File: config.mk
export PLATFORM = sky130hd
export DESIGN_NAME = rgb_pwm
export DESIGN_NICKNAME = d
export VERILOG_FILES = /design/src/rtl/rgb_pwm.sv
export SDC_FILE = /design/constraint.sdc
export NUM_CORES = 1
export LEC_CHECK = 0
export ABC_CLOCK_PERIOD_IN_PS = 1800
export CAP_MARGIN = 10
export CORE_MARGIN = 5
export CORE_UTILIZATION = 50
export DETAILED_ROUTE_END_ITERATION = 16
export GPL_ROUTABILITY_DRIVEN = 0
export PLACE_DENSITY = 0.8
export SLEW_MARGIN = 20
export SYNTH_ARGS = -nofsm -noshare
export SYNTH_HDL_FRONTEND = slang
export SYNTH_SLANG_ARGS = --single-unit
File: constraint.sdc
create_clock -name clk -period 1.8 [get_ports clk]
set_input_delay 0.18 -clock clk [delete_from_list [all_inputs] [get_ports clk]]
set_output_delay 0.18 -clock clk [all_outputs]
set_load 0.005 [all_outputs]
File: src/rtl/rgb_pwm.sv
// rgb_pwm: three-channel PWM LED driver with shadowed duty registers.
// Duty updates are captured into a shadow copy and only applied at the
// period boundary, so a running period never shows a partial duty.
// Loads taken while stopped, or on the boundary cycle itself, go
// straight into the active registers.
module rgb_pwm #(
  parameter int WIDTH    = 8,
  parameter int PRESCALE = 1
) (
  input  logic             clk,
  input  logic             reset_n,
  input  logic             enable,
  input  logic             load,
  input  logic [WIDTH-1:0] red_duty,
  input  logic [WIDTH-1:0] green_duty,
  input  logic [WIDTH-1:0] blue_duty,
  output logic             led_nr,
  output logic             led_ng,
  output logic             led_nb,
  output logic             pending,
  output logic             period_start
);

  localparam int              PW   = (PRESCALE > 1) ? $clog2(PRESCALE) : 1;
  localparam logic [PW-1:0]   PMAX = PW'(PRESCALE - 1);
  // Last step of a period; the counter never reaches 2^WIDTH-1, so a duty
  // of all ones stays lit straight through the wrap.
  localparam logic [WIDTH-1:0] CMAX = WIDTH'((1 << WIDTH) - 2);

  logic [PW-1:0]          presc_q, presc_d;
  logic [WIDTH-1:0]       cnt_q, cnt_d;
  logic [2:0][WIDTH-1:0]  act_q, act_d;
  logic [2:0][WIDTH-1:0]  shd_q, shd_d;
  logic                   pend_q, pend_d;
  logic                   ps_q, ps_d;
  logic [2:0]             led_n_q, led_n_d;

  logic                   tick, bnd;
  logic [2:0][WIDTH-1:0]  duty_in;

  assign duty_in = {blue_duty, green_duty, red_duty};
  assign tick    = enable && (presc_q == PMAX);
  assign bnd     = tick && (cnt_q == CMAX);

  // Next-state: prescaler, step counter, duty shadow/active and LED drive.
  always_comb begin
    presc_d = presc_q;
    cnt_d   = cnt_q;
    act_d   = act_q;
    shd_d   = shd_q;
    pend_d  = pend_q;
    ps_d    = bnd;
    led_n_d = '1;

    // Counters sit at zero while stopped, so re-enabling starts a fresh period.
    if (!enable) begin
      presc_d = '0;
      cnt_d   = '0;
    end else begin
      presc_d = (presc_q == PMAX) ? '0 : presc_q + PW'(1);
      if (tick) cnt_d = (cnt_q == CMAX) ? '0 : cnt_q + WIDTH'(1);
    end

    // Stopped or at the boundary: flush shadow into active; a same-cycle
    // load is newer than the shadow and takes precedence.
    if (!enable || bnd) begin
      if (load) begin
        act_d = duty_in;
        shd_d = duty_in;
      end else if (pend_q) begin
        act_d = shd_q;
      end
      pend_d = 1'b0;
    end else if (load) begin
      shd_d  = duty_in;
      pend_d = 1'b1;
    end

    for (int i = 0; i < 3; i++)
      led_n_d[i] = !(enable && (cnt_q < act_q[i]));
  end

  // State register with asynchronous active-low reset.
  always_ff @(posedge clk or negedge reset_n) begin
    if (!reset_n) begin
      presc_q <= '0;
      cnt_q   <= '0;
      act_q   <= '0;
      shd_q   <= '0;
      pend_q  <= 1'b0;
      ps_q    <= 1'b0;
      led_n_q <= '1;
    end else begin
      presc_q <= presc_d;
      cnt_q   <= cnt_d;
      act_q   <= act_d;
      shd_q   <= shd_d;
      pend_q  <= pend_d;
      ps_q    <= ps_d;
      led_n_q <= led_n_d;
    end
  end

  assign led_nr       = led_n_q[0];
  assign led_ng       = led_n_q[1];
  assign led_nb       = led_n_q[2];
  assign pending      = pend_q;
  assign period_start = ps_q;

endmodule

==> results of run 1 <==
-- routing by layer --
| layer | vias up | GRT usage | routed length, um |
|---|---|---|---|
| met1 | 924 | 0.2012 | 2382 |
| li1 | 889 | - | - |
| met3 | 8 | 0.05487 | 280 |
| met5 | - | 0 | 0 |
| met2 | 47 | 0.2616 | 2737 |
| met4 | 0 | 0.08074 | 108 |
-- stage by stage --
stage / total power, mW / utilization / hold WS (ns)
floorplan: 2.058 / - / -0.1156
global placement: 2.263 / 0.5915 / 0.1538
detailed placement: 2.300 / 0.5915 / 0.1637
CTS: 3.346 / 0.6215 / 0.3182
global route: 3.496 / 0.6221 / 0.3547
finish: 3.292 / 0.6221 / 0.3279
-- worst reg2reg max path: cells and delay by family (launching register included) --
family / cells / cell delay, ns
fa+ha+maj: 1 / 0.20
mux: 1 / 0.30
flops: 1 / 0.38
buf+inv: 2 / 0.22
compound gates: 2 / 0.35
simple gates: 1 / 0.16
-- cells in the mapped netlist --
library cell / n
buf_6: 2
ha_1: 23
buf_2: 4
nor4_1: 1
a21o_1: 3
nand2_1: 4
a2111oi_0: 3
mux2_2: 28
a211oi_1: 3
o41ai_1: 1
o21a_1: 1
nand3b_1: 1
o2111ai_1: 3
o211ai_1: 5
clkbuf_1: 1
o2111a_1: 1
nor3b_1: 1
a21oi_1: 8
a21boi_0: 1
mux2_4: 20
nand4_2: 1
dfrtp_1: 58
nor3_1: 2
nor2_1: 9
a31oi_1: 1
and4_1: 1
o21ai_0: 5
inv_1: 23
dfstp_2: 3
o21ai_4: 2
nand3_1: 2
xnor2_1: 1
-- final cells by class --
cell class | count | area (um2)
clock buffer | 10 | 137.6
timing repair buffer | 44 | 457.9
clock inverter | 5 | 27.53
multi-input combinational | 131 | 1305
fill | 455 | 2211
inverter | 23 | 86.33
tap | 75 | 93.84
sequential | 61 | 1531
-- flip-flops by register name (all words and copies together), names as in the netlist --
register and cells:
act_q 24, shd_q 24, cnt_q 8, led_n_q 3, pending 1, period_start 1
-- cell families (layout without fill, tap and decap cells) --
group,Yosys count,in the layout,synth area share
and+or+nand+nor,22,22,0.03762
adders and majority gates,23,23,0.09721
DFF,61,61,0.5169
buffers and inverters,30,82,0.04480
xor gates and xnor gates,1,1,0.002959
muxes,48,48,0.2079
AOI/OAI and AO/OA,37,37,0.09257
-- how the worst max path moves through the flow --
stage | from | to | slack, ns
finish | cnt_q[0]$_DFF_PN0_ | act_q[10]$_DFFE_PN0P_ | 0.08
global route | cnt_q[1]$_DFF_PN0_ | led_n_q[0]$_DFF_PN1_ | 0.006
CTS | cnt_q[0]$_DFF_PN0_ | act_q[10]$_DFFE_PN0P_ | 0.06
detailed placement | cnt_q[0]$_DFF_PN0_ | act_q[1]$_DFFE_PN0P_ | 0.09
global placement | load | act_q[16]$_DFFE_PN0P_ | 0.11
floorplan | cnt_q[0]$_DFF_PN0_ | act_q[0]$_DFFE_PN0P_ | 0.01
-- repair_timing --
action,in CTS,in global routing
setup buffers,0,0
hold buffers,1,0
endpoints found under the hold margin,18,0
gates resized for setup,0,3
endpoints found under the setup margin,0,3
-- cells in the final DEF, fill, tap and decap left out, types with 2 or more instances in the layout --
| cell type | count |
|---|---|
| a21oi_1 | 8 |
| clkinv_2 | 4 |
| mux2_4 | 20 |
| o21ai_4 | 2 |
| dfstp_2 | 3 |
| clkdlybuf4s50_1 | 31 |
| o211ai_1 | 5 |
| nand2_1 | 4 |
| o2111ai_1 | 3 |
| inv_1 | 23 |
| clkbuf_8 | 10 |
| o21ai_0 | 5 |
| a2111oi_1 | 2 |
| buf_12 | 4 |
| ha_1 | 23 |
| a211oi_1 | 3 |
| nor2_1 | 9 |
| mux2_2 | 28 |
| dfrtp_1 | 57 |
| nor3_1 | 2 |
| a21o_1 | 3 |
| buf_4 | 7 |
-- power by group through the flow --
stage	sequential [mW]	clock, mW	combinational [mW]
floorplan	1.64	0	0.421
global placement	1.65	0	0.609
detailed placement	1.67	0	0.635
CTS	1.64	1.06	0.640
global route	1.66	1.14	0.703
finish	1.64	1.02	0.632
==> flow_summary.toml, run 1 <==
[floorplanning]
fp.dieW_um = 86.95
rows = 28
start_util = 0.5060
pin_count = 33
die_area_mm2 = 0.007559
core_mm2 = 0.005851
die_h_um = 86.95

[synth]
syn_avg_cell_area_um2 = 13.33
synth_cell_type_count = 32
yosys_warnings = 0
synthTopCellsByArea = "dfrtp_1 49%, mux2_2 11%, mux2_4 10%"
ys_ff_latch = 61
synth.net_count = 273
synth.yosys.seq_area_share = 0.5169
synth.largest_area_cell = "dfrtp_1"
synth_top_area_share = 0.4903
syn_inst = 222
netlist_area_mm2 = 0.002960

[final_layout]
layout.nets = 321
final_cell_count_no_fill = 349
final_area_mm2 = 0.003640
drive_gt1_frac = 0.3029
flow.area_growth_from_synthesis_pct = 22.95
antenna_cells = 0

[critical_path]
path_class = "flop to flop"
critical-path-max-stage-delay_ns = 0.38
crit_required_ns = 2.01
cpMostUsedCell = "o21ai_4"
slowest_stage = "dfrtp_1"
cp_max_fo = 11
crit_family = "flip-flops"
reg2reg_from = "cnt_q[0]$_DFF_PN0_"
regToRegEndpoint = "act_q[10]$_DFFE_PN0P_"
critPathArrivalTime_ns = 1.93
r2r_setup_slack_ns = 0.08
start_kind = "flop"
path_depth = 7
worstSetupEndpointType = "flop"
path_cells = "inv_1 -> ha_1 -> nand3_2 -> o21ai_4 -> o21ai_4 -> buf_12 -> mux2_4"
crit_buf_inv = 2
rr_worst_depth = 7

[place]
placedCellCount = 333
io_buffers = 32
post_dp_cell_area_mm2 = 0.003461
hpwl_um = 4002
place_ws_ns = 0.08644

[clock_tree]
cts.sinks = 61
cts_tree = "done"
htreeDepth = 3
clockRootBuffer = "clkbuf_8"
clkSlewWorstSetupHoldPaths_ns = 0.07
clockBufferDepth = 2
clk_latency_ns = 0.34
cts_buffers = 9

[detailed_routing]
remaining_drc_errors = 0
wl_per_cell_um = 15.78
drtAntennaViolNets = 0
routed_wl_um = 5508
drt_iter0_drc = 85
vias = 1868
avgViaCountPerCell = 5.352
drt_first_pass_iters = 4

[pwr]
ir_worst_vdd_uv = 537.4
power.internal_mw = 2.443
p_clk_frac = 0.310
p_per_area_mw_per_mm2 = 904.5
power_frac_seq = 0.498
power.leakage_nw = 1.746
power.switching_mw = 0.8487
p_sw_frac = 0.2578
combinationalPowerShare = 0.192

[sta]
finClkSkew_ns = 0.01022
rsz0062_at_grt = "false"
setup_viol = 0
slew-limit-headroom = 0.6865
tightest_slew_ns = 0.4702
fmaxAchievable_mhz = 580.3
fin_setup_tns_ns = 0
slew_viol_final = 0
setup_slack_ns = 0.07676
hold_viol = 0
post-route-min-period_ns = 1.723
fin_crit_sh = 0.9574

[grt]
grt_pass1_vias = 1985
grt_pass1_wl_um = 9384
grt_overflow = 0
antenna_found_initial = 0
grt_start_max_net_pins = 43
track_usage = 0.1650

[job]
maxCapViolCount = 0

[status]
status = "finished, final reports clean"

[worst_hold_path]
hp-class = "primary input to asynchronous set/reset pin"
(Power assumes the default switching activity.)
==> inputs of run 2 (changes only) <==
--- a/config.mk
+++ b/config.mk
@@ -6,7 +6,7 @@
 export NUM_CORES = 1
 export LEC_CHECK = 0
 export ABC_CLOCK_PERIOD_IN_PS = 1800
-export CAP_MARGIN = 10
+export CAP_MARGIN = 20
 export CORE_MARGIN = 5
 export CORE_UTILIZATION = 50
 export DETAILED_ROUTE_END_ITERATION = 16
==> results of run 2 <==
No change in the layout: final DEF, timing and power equal those of run 1.
